--- src/rtl/mem_access_stage_pkg.sv ---
// Shared constants for the memory-access stage: funct3 width codes, FSM states,
// byte-strobe patterns and the alignment/legality helpers used at latch time.
package mem_access_stage_pkg;

   localparam logic [2:0] LSU_B  = 3'b000;
   localparam logic [2:0] LSU_H  = 3'b001;
   localparam logic [2:0] LSU_W  = 3'b010;
   localparam logic [2:0] LSU_BU = 3'b100;
   localparam logic [2:0] LSU_HU = 3'b101;

   localparam logic [3:0] STRB_B    = 4'b0001;
   localparam logic [3:0] STRB_H_LO = 4'b0011;
   localparam logic [3:0] STRB_H_HI = 4'b1100;
   localparam logic [3:0] STRB_W    = 4'b1111;

   typedef enum logic [1:0] {
      ST_IDLE   = 2'd0,
      ST_ACCESS = 2'd1,
      ST_RESP   = 2'd2
   } state_t;

   function automatic logic funct3_ok(input logic [2:0] f3);
      return (f3 == LSU_B) || (f3 == LSU_H) || (f3 == LSU_W) ||
             (f3 == LSU_BU) || (f3 == LSU_HU);
   endfunction

   function automatic logic misaligned(input logic [2:0] f3, input logic [1:0] a);
      logic bad;
      bad = 1'b0;
      case (f3)
         LSU_H, LSU_HU: bad = a[0];
         LSU_W:         bad = (a != 2'b00);
         default:       bad = 1'b0;
      endcase
      return bad;
   endfunction

endpackage

--- src/rtl/load_align.sv ---
// Picks the addressed byte/halfword out of a load word and sign- or zero-extends
// it to 32 bits according to funct3.
module load_align
   import mem_access_stage_pkg::*;
(
   input  logic [31:0] rdata,
   input  logic [1:0]  addr,
   input  logic [2:0]  funct3,
   output logic [31:0] data
);

   logic [7:0]  byte_sel;
   logic [15:0] half_sel;

   always_comb begin
      byte_sel = rdata[7:0];
      case (addr)
         2'd0:    byte_sel = rdata[7:0];
         2'd1:    byte_sel = rdata[15:8];
         2'd2:    byte_sel = rdata[23:16];
         default: byte_sel = rdata[31:24];
      endcase
      half_sel = addr[1] ? rdata[31:16] : rdata[15:0];

      data = rdata;
      case (funct3)
         LSU_B:   data = {{24{byte_sel[7]}}, byte_sel};
         LSU_BU:  data = {24'h0, byte_sel};
         LSU_H:   data = {{16{half_sel[15]}}, half_sel};
         LSU_HU:  data = {16'h0, half_sel};
         default: data = rdata;
      endcase
   end

endmodule

--- src/rtl/mem_access_stage.sv ---
// Memory-access stage: one req/ack bus transaction per load/store, load alignment,
// write-back hand-off. Non-memory and illegal instructions go straight to RESP.
module mem_access_stage
   import mem_access_stage_pkg::*;
#(
   parameter int unsigned TIMEOUT = 255
) (
   input  logic        clk,
   input  logic        reset,
   input  logic        req,
   input  logic        rd_mem,
   input  logic        wr_mem,
   input  logic [31:0] rd_mem_addr,
   input  logic [31:0] wr_mem_addr,
   input  logic [31:0] wr_mem_data,
   input  logic [2:0]  funct3,
   input  logic [31:0] result,
   input  logic        wr_regfile,
   output logic        ready,
   output logic        done,
   output logic [31:0] wb_data,
   output logic        wb_en,
   output logic        err,
   output logic        mem_req,
   output logic        mem_we,
   output logic [31:0] mem_addr,
   output logic [31:0] mem_wdata,
   output logic [3:0]  mem_wstrb,
   input  logic        mem_ack,
   input  logic [31:0] mem_rdata,
   output state_t      dbg_state
);

   // Handshake: upstream holds req until it sees ready=1 at a rising edge; that edge
   // accepts. mem_req stays high until the cycle mem_ack=1 (or timeout), then drops.

   localparam logic [7:0] TMO = TIMEOUT[7:0];

   state_t      state, state_nxt;
   logic [31:0] addr_q, wdata_q, wb_data_q;
   logic [3:0]  wstrb_q;
   logic [2:0]  funct3_q;
   logic [1:0]  lane_q;
   logic        we_q, wb_en_q, err_q;
   logic [7:0]  tmo_cnt;

   logic        accept, is_mem, bad, timeout_hit;
   logic [31:0] sel_addr, st_wdata, ld_data;
   logic [3:0]  st_wstrb;

   assign accept      = req && (state == ST_IDLE);
   assign is_mem      = rd_mem || wr_mem;
   assign sel_addr    = rd_mem ? rd_mem_addr : wr_mem_addr;
   assign bad         = is_mem && ((rd_mem && wr_mem) || !funct3_ok(funct3) ||
                                   misaligned(funct3, sel_addr[1:0]));
   assign timeout_hit = (TMO != 8'd0) && ((tmo_cnt + 8'd1) == TMO);

   always_comb begin
      st_wdata = wr_mem_data;
      st_wstrb = STRB_W;
      case (funct3[1:0])
         2'b00: begin
            st_wdata = {4{wr_mem_data[7:0]}};
            st_wstrb = STRB_B << sel_addr[1:0];
         end
         2'b01: begin
            st_wdata = {2{wr_mem_data[15:0]}};
            st_wstrb = sel_addr[1] ? STRB_H_HI : STRB_H_LO;
         end
         default: begin
            st_wdata = wr_mem_data;
            st_wstrb = STRB_W;
         end
      endcase
   end

   load_align u_load_align (
      .rdata  (mem_rdata),
      .addr   (lane_q),
      .funct3 (funct3_q),
      .data   (ld_data)
   );

   always_ff @(posedge clk or posedge reset) begin
      if (reset) state <= ST_IDLE;
      else       state <= state_nxt;
   end

   always_comb begin
      state_nxt = state;
      case (state)
         ST_IDLE:   if (accept) state_nxt = (is_mem && !bad) ? ST_ACCESS : ST_RESP;
         ST_ACCESS: if (mem_ack || timeout_hit) state_nxt = ST_RESP;
         ST_RESP:   state_nxt = ST_IDLE;
         default:   state_nxt = ST_IDLE;
      endcase
   end

   always_ff @(posedge clk or posedge reset) begin
      if (reset) begin
         addr_q    <= '0;
         wdata_q   <= '0;
         wstrb_q   <= '0;
         funct3_q  <= '0;
         lane_q    <= '0;
         we_q      <= 1'b0;
         wb_data_q <= '0;
         wb_en_q   <= 1'b0;
         err_q     <= 1'b0;
         tmo_cnt   <= '0;
      end else if (accept) begin
         addr_q    <= {sel_addr[31:2], 2'b00};
         wdata_q   <= st_wdata;
         wstrb_q   <= wr_mem ? st_wstrb : 4'b0000;
         funct3_q  <= funct3;
         lane_q    <= sel_addr[1:0];
         we_q      <= wr_mem;
         wb_data_q <= result;
         wb_en_q   <= wr_regfile && !wr_mem && !bad;
         err_q     <= bad;
         tmo_cnt   <= '0;
      end else if (state == ST_ACCESS) begin
         if (mem_ack) begin
            if (!we_q) wb_data_q <= ld_data;
         end else begin
            tmo_cnt <= tmo_cnt + 8'd1;
            if (timeout_hit) begin
               err_q   <= 1'b1;
               wb_en_q <= 1'b0;
            end
         end
      end
   end

   // Bus outputs are gated by state so an async reset clears them immediately.
   assign ready     = (state == ST_IDLE);
   assign done      = (state == ST_RESP);
   assign wb_data   = wb_data_q;
   assign wb_en     = done && wb_en_q;
   assign err       = done && err_q;
   assign mem_req   = (state == ST_ACCESS);
   assign mem_we    = mem_req && we_q;
   assign mem_addr  = mem_req ? addr_q  : 32'h0;
   assign mem_wdata = mem_req ? wdata_q : 32'h0;
   assign mem_wstrb = mem_req ? wstrb_q : 4'h0;
   assign dbg_state = state;

endmodule

--- config.mk ---
export PLATFORM = sky130hd
export DESIGN_NAME = mem_access_stage
export DESIGN_NICKNAME = d
export VERILOG_FILES = /design/src/rtl/mem_access_stage_pkg.sv /design/src/rtl/load_align.sv /design/src/rtl/mem_access_stage.sv
export SDC_FILE = /design/constraint.sdc
export NUM_CORES = 1
export LEC_CHECK = 0
export BUFFER_PORTS_ARGS = -buffer_cell sky130_fd_sc_hd__buf_4
export CORE_MARGIN = 2
export CORE_UTILIZATION = 40
export DETAILED_ROUTE_END_ITERATION = 10
export PLACE_DENSITY = 0.78
export SYNTH_ARGS = -nofsm -noshare
export SYNTH_HDL_FRONTEND = slang
export SYNTH_SLANG_ARGS = --single-unit
--- constraint.sdc ---
create_clock -name clk -period 3.5 [get_ports clk]
set_input_delay 0 -clock clk [delete_from_list [all_inputs] [get_ports clk]]
set_output_delay 0 -clock clk [all_outputs]
set_load 0.005 [all_outputs]
==> impl_metrics.csv, run 1 <==
group,metric,value,unit
route,drtPass1Iterations,5,
job,cap_violations,0,
die,core_area,0.0159,sq mm
final_layout,drive_gt1_share,28.4,%
global_routing,grt.overflow.total,0,
placed_design,portBuffers,275,
setup_path,worst-setup-path-type,"flip-flop to flip-flop",
clocking,cts_made_buffers,17,
die,pin_count,278,
sta,drv_slew,0,
clocking,cts_root_buffer,"clkbuf_16",
synthesis,synth_ff_type,"dfrtp_1",
synthesis,synthesis.area,0.00652,sq mm
sta,finalCritPeriodShare,88.8,%
synthesis,netlist-cell-type-count,50,
sta,tightest_slew,1.06,ns
final_layout,syn_to_final_growth,68.3,%
setup_path,end_kind,"flip-flop",
global_routing,grt_pass1_wl,39.3,mm
route,ant_nets,0,
clocking,ctsResizeCount,0,
route,dr_total_vias,7354,
final_layout,utilization,69.1,%
worst_hold_path,hold_path.class,"input pin to flip-flop",
die,die_area,0.0173,sq mm
sta,max-slew-margin-rel,29.5,%
sta,fin_crit,3.11,ns
die,initial_core_util,41.0,%
worst_hold_path,worstHoldStart,"mem_rdata[2]",
setup_path,critPathMaxStageDelay,0.81,ns
setup_path,crit_family,"compound AO/OA/AOI/OAI gates",
power,p_per_area,552,mW/mm^2
placed_design,gp_congestion,0.838,
sta,holdWs,0.0263,ns
global_routing,grt_pass1_vias,7603,
sta,setup_viol,0,
placed_design,pre_cts_ws,1.17,ns
sta,hold_viol,0,
clocking,cts_num_sinks,116,
sta,fin_tns_setup,0,ns
setup_path,crit_slowest_cell,"dfrtp_1",
setup_path,critPathRequiredTime,3.84,ns
route,first_iter_violations,526,
setup_path,crit_arrival,3.45,ns
global_routing,antenna_found_initial,0,
global_routing,grt_max_degree,97,
synthesis,yosysWarnings,0,
setup_path,startpoint_type,"flip-flop",
setup_path,reg2reg_from,"lane_q[1]$_DFFE_PP0P_",
sta,fin_ws,0.393,ns
route,wire_per_inst,17.8,um
synthesis,seq_area_frac_synth,44.5,%
final_layout,diodes,0,
die,placementRows,46,
synthesis,syn_inst,746,
clocking,post_cts_buffers,0,
setup_path,critical-path-top-cell-by-count,"a2111oi_0",
synthesis,synth_edf_count,0,
synthesis,synthArstFlopShare,100,%
clocking,htree_levels,4,
clocking,cts_buffer_depth,2,
sta,skew,0.00976,ns
route,viasPerCell,5.36,
final_layout,final_nets,1314,
die,die_w,132,um
synthesis,syn_avg_cell_area,8.74,sq um
status,status,"completed",
power,p_leak,5.20,nW
clocking,clk_pin_slew,0.06,ns
setup_path,cp_max_fo,17,
setup_path,cp_num_buf_inv,1,
route,drc_errors,0,
clocking,clk_latency,0.42,ns
sta,fmax,322,MHz
global_routing,grt_use_total,28.5,%
sta,rsz0062_at_grt,"false",
synthesis,yosys_register_bits,116,
die,die_y,132,um
power,vdd_ir_drop_max,343,uV
setup_path,startpoint,"lane_q[1]$_DFFE_PP0P_",
power,power,0.00605,W
route,wirelength,24.5,mm
clocking,cts_tree,"yes",
setup_path,crit_chain,"nand2_1 -> a2111oi_0 -> o21a_1 -> a2111oi_0 -> dlygate4sd3_1 -> nor2_1",
placed_design,dp.final_hpwl,14.8,mm
[state kept, by name (all words and copies together), names as in the netlist]
signal,cells
wb_data,32
we_q,1
tmo_cnt,8
dbg_state,2
funct3_q,3
lane_q,2
wstrb_q,4
addr_q,30
wb_en_q,1
wdata_q,32
err_q,1
[path summary, 6_finish.rpt]
check	endpoint	slack [ns]	cells past startpoint
max	wb_data[16]$_DFFE_PP0P_	0.39	6
min	wb_data[2]$_DFFE_PP0P_	0.03	4
max reg2reg	wb_data[16]$_DFFE_PP0P_	0.39	6
min reg2reg	wstrb_q[3]$_DFFE_PP0P_	0.47	1
max in group asynchronous	wdata_q[5]$_DFFE_PP0P_	2.45	4
min in group asynchronous	wb_data[29]$_DFFE_PP0P_	0.24	3
[timing repair]
action	CTS	global route
hold buffers	155	0
hold endpoints to repair	156	0
setup endpoints to repair	0	0
[metal layers]
layer  up-vias  routed length [um]  share of wire [%]  global-route usage (%)
li1       3385                   -                  -                       -
met1      3457                9090                 37                    32.1
met2       419               12100                 50                    47.7
met3        93                1980                8.1                    8.56
met4         0                1280                5.2                    16.7
met5         -                   0                  0                       0
[power by group]
group | internal (W) | switching [W]
Clock | 0.00143 | 0.000654
Sequential | 0.00175 | 0.000285
Combinational | 0.00103 | 0.000915
Total | 0.00420 | 0.00185
[tightest hold or removal path: cells and delay by family]
kind                   cells  cell delay, ns
buffers and inverters      1            0.09
AOI/OAI and AO/OA          3            0.32
[layout by cell type (no fill, tap or decap), types with 7 or more instances in the layout]
master	instances
buf_4	282
nor2b_1	11
o221ai_1	8
o21ai_0	41
bufinv_16	7
nor2_1	100
nor3_1	10
nand3b_1	7
dfrtp_1	116
clkbuf_16	17
and2_1	69
a2111oi_0	14
dlygate4sd3_1	155
a21oi_1	76
and3_1	17
nand2_1	76
mux2i_1	62
[per-stage QoR]
step                      instance area, sq um  std cells
after floorplan                           6520        747
after global placement                    8720       1184
after detailed placement                  8720       1184
after CTS                                11000       1371
after global routing                     11000       1371
final                                    11000       1371
[kinds of logic after synthesis]
family / synth area share, %
DFF: 44.5
other: 0.0575
and+or+nand+nor: 23.2
AOI/OAI and AO/OA: 16.8
xor gates and xnor gates: 0.672
buffers and inverters: 4.20
adders and majority gates: 0.384
muxes: 10.2
[Yosys cell counts, types with 2 or more instances]
| cell type | number | area share [%] |
|---|---|---|
| buf_1 | 11 | 0.63 |
| o41ai_1 | 4 | 0.54 |
| dfrtp_1 | 116 | 45 |
| o221ai_1 | 8 | 1.1 |
| mux2_2 | 2 | 0.35 |
| nor2b_1 | 12 | 1.2 |
| a31oi_1 | 5 | 0.48 |
| o31ai_1 | 3 | 0.35 |
| buf_4 | 2 | 0.23 |
| nand3_1 | 3 | 0.23 |
| a21oi_1 | 77 | 5.9 |
| xnor2_1 | 3 | 0.40 |
| o21ai_0 | 41 | 3.1 |
| and2_1 | 69 | 6.6 |
| mux2i_1 | 62 | 9.5 |
| o2bb2ai_1 | 5 | 0.67 |
| a2111oi_0 | 14 | 1.9 |
| a22oi_1 | 3 | 0.35 |
| xor2_1 | 2 | 0.27 |
| ha_1 | 2 | 0.38 |
| nor3_1 | 10 | 0.77 |
| nor3b_1 | 2 | 0.23 |
| a211o_1 | 2 | 0.27 |
| buf_2 | 3 | 0.23 |
| and3_1 | 17 | 1.6 |
| inv_1 | 7 | 0.40 |
| nand2b_1 | 4 | 0.38 |
| a21o_1 | 3 | 0.35 |
| nand2_1 | 77 | 4.4 |
| a221oi_1 | 5 | 0.67 |
| nand3b_1 | 7 | 0.81 |
| nor3b_2 | 2 | 0.38 |
| clkbuf_1 | 47 | 2.7 |
| nor2_1 | 100 | 5.8 |
[area by class of cell]
class                      instances  area [sq um]
fill                            1123          4910
clock inverter                    13           253
timing repair buffer             439          3710
multi-input combinational        561          3360
clock buffer                      19           443
tap                              216           270
inverter                           7          28.8
sequential                       116          2900
Note: power is estimated with default switching activity, not from simulation.
==> run 2: changes to the inputs <==
--- a/config.mk
+++ b/config.mk
@@ -6,10 +6,12 @@
 export NUM_CORES = 1
 export LEC_CHECK = 0
 export BUFFER_PORTS_ARGS = -buffer_cell sky130_fd_sc_hd__buf_4
+export CORE_ASPECT_RATIO = 1.5
 export CORE_MARGIN = 2
 export CORE_UTILIZATION = 40
 export DETAILED_ROUTE_END_ITERATION = 10
 export PLACE_DENSITY = 0.78
+export SLEW_MARGIN = 20
 export SYNTH_ARGS = -nofsm -noshare
 export SYNTH_HDL_FRONTEND = slang
 export SYNTH_SLANG_ARGS = --single-unit
==> impl_metrics.csv, run 2 (synthesized netlist as in run 1, its figures left out) <==
group,metric,value,unit
sta,rsz0062_at_grt,"false",
clocking,ctsResizeCount,0,
clocking,hold_buffers,144,
placed_design,gp_congestion,0.872,
sta,fin_crit,2.94,ns
die,initial_core_util,40.6,%
setup_path,crit_slowest_cell,"dfrtp_1",
setup_path,rr_worst_depth,6,
setup_path,cp_num_buf_inv,1,
setup_path,startpoint_type,"flip-flop",
setup_path,crit_chain,"nand2_1 -> a2111oi_0 -> o21a_1 -> a2111oi_0 -> dlygate4sd3_1 -> nor2_1",
power,combPwrFrac,32.0,%
placed_design,portBuffers,275,
setup_path,crit_arrival,3.27,ns
setup_path,cp_num_cells,6,
setup_path,cp_max_fo,17,
die,pin_count,278,
global_routing,grt_use_total,28.5,%
sta,setup_viol,0,
global_routing,grt_pass1_vias,7561,
sta,fmax,341,MHz
final_layout,syn_to_final_growth,65.4,%
clocking,cts_made_buffers,17,
placed_design,dp.final_hpwl,15.2,mm
die,core_area,0.0160,sq mm
final_layout,mostFrequentLayoutCells,"buf_4, dlygate4sd3_1, dfrtp_1, nor2_1, a21oi_1",
worst_hold_path,hold_path.class,"input pin to flip-flop",
final_layout,final_nets,1303,
route,drtPass1Iterations,5,
final_layout,final_common_cell,"buf_4",
route,dr_total_vias,7261,
clocking,cts_root_buffer,"clkbuf_16",
sta,skew,0.0143,ns
setup_path,reg2reg_from,"lane_q[1]$_DFFE_PP0P_",
worst_hold_path,whs_path_depth,3,
clocking,clk_pin_slew,0.06,ns
setup_path,crit_family,"compound AO/OA/AOI/OAI gates",
power,p_per_area,537,mW/mm^2
global_routing,antenna_found_initial,1,
sta,hold_viol,0,
clocking,cts_tree,"yes",
clocking,htree_levels,4,
setup_path,worst-setup-path-type,"flip-flop to flip-flop",
clocking,cts_buffer_depth,2,
power,vdd_ir_drop_max,328,uV
clocking,clk_latency,0.41,ns
sta,fin_tns_setup,0,ns
route,wirelength,24.6,mm
status,status,"completed",
die,die_area,0.0174,sq mm
route,first_iter_violations,386,
setup_path,startpoint,"lane_q[1]$_DFFE_PP0P_",
sta,drv_slew,0,
power,power_frac_seq,35.6,%
job,cap_violations,0,
setup_path,critPathRequiredTime,3.83,ns
route,wire_per_inst,18.2,um
setup_path,reg2reg_to,"wb_data[17]$_DFFE_PP0P_",
power,clkPwrFrac,32.4,%
die,die_w,108,um
power,power,0.00579,W
setup_path,critPathMaxStageDelay,0.80,ns
route,ant_nets,0,
sta,max-slew-margin-rel,38.5,%
setup_path,critical-path-top-cell-by-count,"a2111oi_0",
die,die_y,160,um
final_layout,drive_gt1_share,28.8,%
global_routing,grt.overflow.total,0,
power,cellInternalPower,0.00394,W
power,power_switching,0.00184,W
global_routing,grt_pass1_wl,38.8,mm
die,placementRows,57,
global_routing,grt_max_degree,66,
setup_path,end_kind,"flip-flop",
setup_path,rrSetupSlack,0.56,ns
power,p_leak,5.10,nW
clocking,cts_num_sinks,116,
clocking,post_cts_buffers,0,
route,viasPerCell,5.37,
sta,finalCritPeriodShare,83.9,%
setup_path,endpoint,"wb_data[17]$_DFFE_PP0P_",
power,netSwitchingFraction,31.8,%
route,drc_errors,0,
sta,holdWs,0.0157,ns
sta,tightest_slew,0.919,ns
[run 2: cell types whose count changed in the layout (fill, tap and decap cells not counted), sizes merged]
cell,before,now
bufinv,7,4
clkbuf,19,18
clkinv,3,2
clkinvlp,2,5
diode,0,1
dlygate4sd3,155,144
inv,8,10
[run 2: metal layers]
metal | up-vias | GRT usage [%] | routed length (um)
met4 | 0 | 17.7 | 1510
met5 | - | 0 | 0
met3 | 113 | 5.76 | 1430
met1 | 3427 | 32.2 | 9010
li1 | 3365 | - | -
met2 | 356 | 48.6 | 12700
[run 2: worst min-delay path by stage]
stage                      start                       to
global placement           reset   addr_q[24]$_DFFE_PP0P_
global route        mem_rdata[8]   wb_data[8]$_DFFE_PP0P_
floorplan              funct3[2]  funct3_q[2]$_DFFE_PP0P_
detailed placement         reset   addr_q[20]$_DFFE_PP0P_
finish              mem_rdata[8]   wb_data[8]$_DFFE_PP0P_
CTS                 mem_rdata[8]   wb_data[8]$_DFFE_PP0P_
[run 2: layout make-up]
type | count | area (sq um)
inverters | 7 | 28.8
flip-flops and latches | 116 | 2900
fillers | 1179 | 5270
diodes | 1 | 2.50
well taps | 206 | 258
clock buffers | 18 | 439
repair buffers | 428 | 3590
multi-input cells | 561 | 3360
clock inverters | 14 | 201
[run 2: through the flow]
step           instances  worst slack, ns  instance area [sq um]  utilization (%)
6_report            1351            0.564                  10800             67.2
5_1_grt             1351            0.332                  10800             67.2
4_1_cts             1350            0.578                  10800             67.2
3_5_place_dp        1174             1.08                   8690             54.2
3_3_place_gp        1174             1.19                   8690             54.2
2_1_floorplan        747            0.428                   6520                -
[run 2: worst min-delay path, stage by stage]
cell,delay [ns]
buf_4,0.09
nor3b_1,0.04
o41ai_1,0.25
[run 2: power groups by stage]
stage | sequential [W] | clock [W] | combinational [W]
floorplan | 0.00195 | 0 | 0.000908
global placement | 0.00204 | 0 | 0.00157
detailed placement | 0.00206 | 0 | 0.00160
CTS | 0.00204 | 0.00191 | 0.00180
global route | 0.00211 | 0.00197 | 0.00202
finish | 0.00206 | 0.00188 | 0.00185
==> run 3: changes to the inputs <==
--- a/config.mk
+++ b/config.mk
@@ -5,12 +5,13 @@
 export SDC_FILE = /design/constraint.sdc
 export NUM_CORES = 1
 export LEC_CHECK = 0
+export ABC_AREA = 1
 export BUFFER_PORTS_ARGS = -buffer_cell sky130_fd_sc_hd__buf_4
 export CORE_ASPECT_RATIO = 1.5
 export CORE_MARGIN = 2
 export CORE_UTILIZATION = 40
 export DETAILED_ROUTE_END_ITERATION = 10
-export PLACE_DENSITY = 0.78
+export PLACE_DENSITY = 0.81
 export SLEW_MARGIN = 20
 export SYNTH_ARGS = -nofsm -noshare
 export SYNTH_HDL_FRONTEND = slang
==> constraint.sdc (replaced) <==
create_clock -name clk -period 2.5 [get_ports clk]
set_input_delay 0 -clock clk [delete_from_list [all_inputs] [get_ports clk]]
set_output_delay 0 -clock clk [all_outputs]
set_load 0.005 [all_outputs]
==> impl_metrics.csv, run 3 <==
group,metric,value,unit
synthesis,yosysWarnings,0,
die,pin_count,278,
final_layout,final_nets,1491,
status,status,"completed",
placed_design,pre_cts_ws,0.662,ns
setup_path,startpoint,"dbg_state[1]$_DFFE_PP0P_",
power,p_leak,5.63,nW
die,placementRows,57,
power,power,0.00907,W
setup_path,critPathMaxStageDelay,0.59,ns
sta,drv_slew,0,
setup_path,crit_arrival,2.63,ns
setup_path,critPathRequiredTime,2.82,ns
clocking,cts_made_buffers,17,
setup_path,rr_worst_depth,10,
power,vdd_ir_drop_max,404,uV
synthesis,netlist-cell-type-count,35,
setup_path,reg2reg_from,"dbg_state[1]$_DFFE_PP0P_",
synthesis,synthesis.area,0.00647,sq mm
sta,skew,0.00927,ns
clocking,cts_num_sinks,116,
setup_path,critical-path-top-cell-by-count,"nand2_4",
job,cap_violations,0,
global_routing,grt.overflow.total,0,
die,die_w,108,um
clocking,cts_buffer_depth,2,
global_routing,grt_pass1_wl,40.1,mm
sta,hold_viol,0,
route,wire_per_inst,16.4,um
route,drc_errors,0,
sta,tightest_slew,0.772,ns
setup_path,crit_chain,"inv_2 -> nand2_4 -> inv_2 -> nand2_4 -> buf_12 -> nand2_4 -> inv_4 -> a21oi_1 -> dlygate4sd3_1 -> a21oi_1",
final_layout,final_common_cell,"buf_4",
worst_hold_path,worstHoldStart,"result[12]",
synthesis,yosysTopAreaCellShare,44.8,%
synthesis,synth_area_leaders,"dfrtp_1, nand2_1, nor2_1",
placed_design,portBuffers,275,
sta,fin_tns_setup,0,ns
setup_path,cp_max_fo,62,
synthesis,yosys_register_bits,116,
final_layout,syn_to_final_growth,68.8,%
sta,fin_crit,2.32,ns
placed_design,dp.final_hpwl,15.5,mm
synthesis,synth_edf_count,0,
clocking,clk_latency,0.40,ns
clocking,cts_root_buffer,"clkbuf_16",
synthesis,syn_avg_cell_area,7.17,sq um
setup_path,reg2reg_to,"wb_data[22]$_DFFE_PP0P_",
route,drtPass1Iterations,6,
sta,setup_viol,0,
clocking,htree_levels,4,
final_layout,diodes,0,
global_routing,grt_pass1_vias,8368,
setup_path,worst-setup-path-type,"flip-flop to flip-flop",
placed_design,gp_congestion,0.978,
synthesis,seq_area_frac_synth,44.8,%
sta,finalCritPeriodShare,92.7,%
die,initial_core_util,40.3,%
synthesis,synthArstFlopShare,100,%
route,first_iter_violations,686,
power,p_per_area,830,mW/mm^2
synthesis,ys_top_cells_by_count,"nand2_1, nor2_1, dfrtp_1",
clocking,cts_tree,"yes",
final_layout,utilization,68.1,%
die,die_area,0.0172,sq mm
setup_path,rrSetupSlack,0.18,ns
synthesis,synth.most_common_cell,"nand2_1",
route,ant_nets,0,
worst_hold_path,hold_path.class,"input pin to flip-flop",
synthesis,yosysTopAreaCell,"dfrtp_1",
sta,fin_ws,0.183,ns
synthesis,synth_ff_type,"dfrtp_1",
global_routing,grt_use_total,29.2,%
setup_path,end_kind,"flip-flop",
sta,max-slew-margin-rel,48.5,%
sta,fmax,432,MHz
route,dr_total_vias,8020,
global_routing,grt_max_degree,117,
clocking,clk_pin_slew,0.06,ns
die,core_area,0.0160,sq mm
final_layout,drive_gt1_share,25.6,%
die,die_y,160,um
route,wirelength,25.2,mm
final_layout,mostFrequentLayoutCells,"buf_4, nand2_1, dlygate4sd3_1, nor2_1, dfrtp_1",
setup_path,endpoint,"wb_data[22]$_DFFE_PP0P_",
setup_path,crit_slowest_cell,"dlygate4sd3_1",
route,viasPerCell,5.22,
sta,rsz0062_at_grt,"false",
global_routing,antenna_found_initial,0,
synthesis,syn_inst,903,
setup_path,startpoint_type,"flip-flop",
[run 3: cell types whose count changed after synthesis, sizes merged, moves of 31 or more]
cell    previous run  this run
nand2             77       261
inv                7       112
and2              70         0
mux2i             62         0
nor2             100       142
clkbuf            47        12
nand3              4        35
[run 3: kinds of logic (layout without fill, tap and decap cells)]
logic type | count (synthesis) | in the layout | synth area share, %
adder cells (fa/ha/maj) | 2 | 2 | 0.386
other | 1 | 2 | 0.0579
AO/OA/AOI/OAI | 175 | 175 | 16.0
flip-flops | 116 | 116 | 44.8
XOR/XNOR | 1 | 1 | 0.135
AND/OR/NAND/NOR | 445 | 445 | 27.6
buffers and inverters | 163 | 590 | 11.0
[run 3: area by class of cell]
| class | count | area, sq um |
|---|---|---|
| Fill cell | 1225 | 5120 |
| Timing Repair Buffer | 446 | 3810 |
| Sequential cell | 116 | 2900 |
| Multi-Input combinational cell | 625 | 2860 |
| Clock buffer | 23 | 478 |
| Inverter | 113 | 435 |
| Tap cell | 206 | 258 |
| Clock inverter | 8 | 173 |
[run 3: metal layers]
| layer | wire length [um] | GRT usage (%) |
|---|---|---|
| met1 | 9040 | 31.1 |
| met4 | 1700 | 19.9 |
| met2 | 12800 | 50.6 |
| met5 | 0 | 0 |
| met3 | 1700 | 6.16 |
[run 3: critical path: cells and delay by family (launching register included)]
kind / cells / cell delay (ns)
buf+inv: 5 / 1.21
flops: 1 / 0.42
simple gates: 3 / 0.31
compound gates: 2 / 0.26
[run 3: report_power, final]
| group | total [W] | internal [W] | switching (W) |
|---|---|---|---|
| Sequential | 0.00295 | 0.00254 | 0.000413 |
| Clock | 0.00271 | 0.00185 | 0.000870 |
| Combinational | 0.00341 | 0.00170 | 0.00170 |
| Total | 0.00907 | 0.00608 | 0.00299 |
[run 3: repair_timing]
action / CTS / global route
resized for setup: 0 / 3
endpoints found under the setup margin: 0 / 17
buffers inserted: 0 / 3
hold endpoints to repair: 219 / 1
hold buffers: 159 / 1
[run 3: worst min path at each step]
stage | endpoint | slack, ns | cells past startpoint
detailed placement | wb_data[2]$_DFFE_PP0P_ | 0.22 | 3
floorplan | funct3_q[2]$_DFFE_PP0P_ | 0.12 | 2
finish | wb_data[12]$_DFFE_PP0P_ | 0.01 | 5
CTS | wb_data[18]$_DFFE_PP0P_ | 0.002 | 5
global route | wdata_q[26]$_DFFE_PP0P_ | 0.02 | 3
global placement | wb_data[2]$_DFFE_PP0P_ | 0.22 | 3
[run 3: through the flow]
stage | cell area, sq um | cells | hold WS [ns]
final | 10900 | 1537 | 0.0120
after global routing | 10900 | 1537 | 0.0245
after CTS | 10900 | 1533 | 0.00151
after detailed placement | 8630 | 1343 | 0.225
after global placement | 8630 | 1343 | 0.224
after floorplan | 6480 | 904 | 0.117
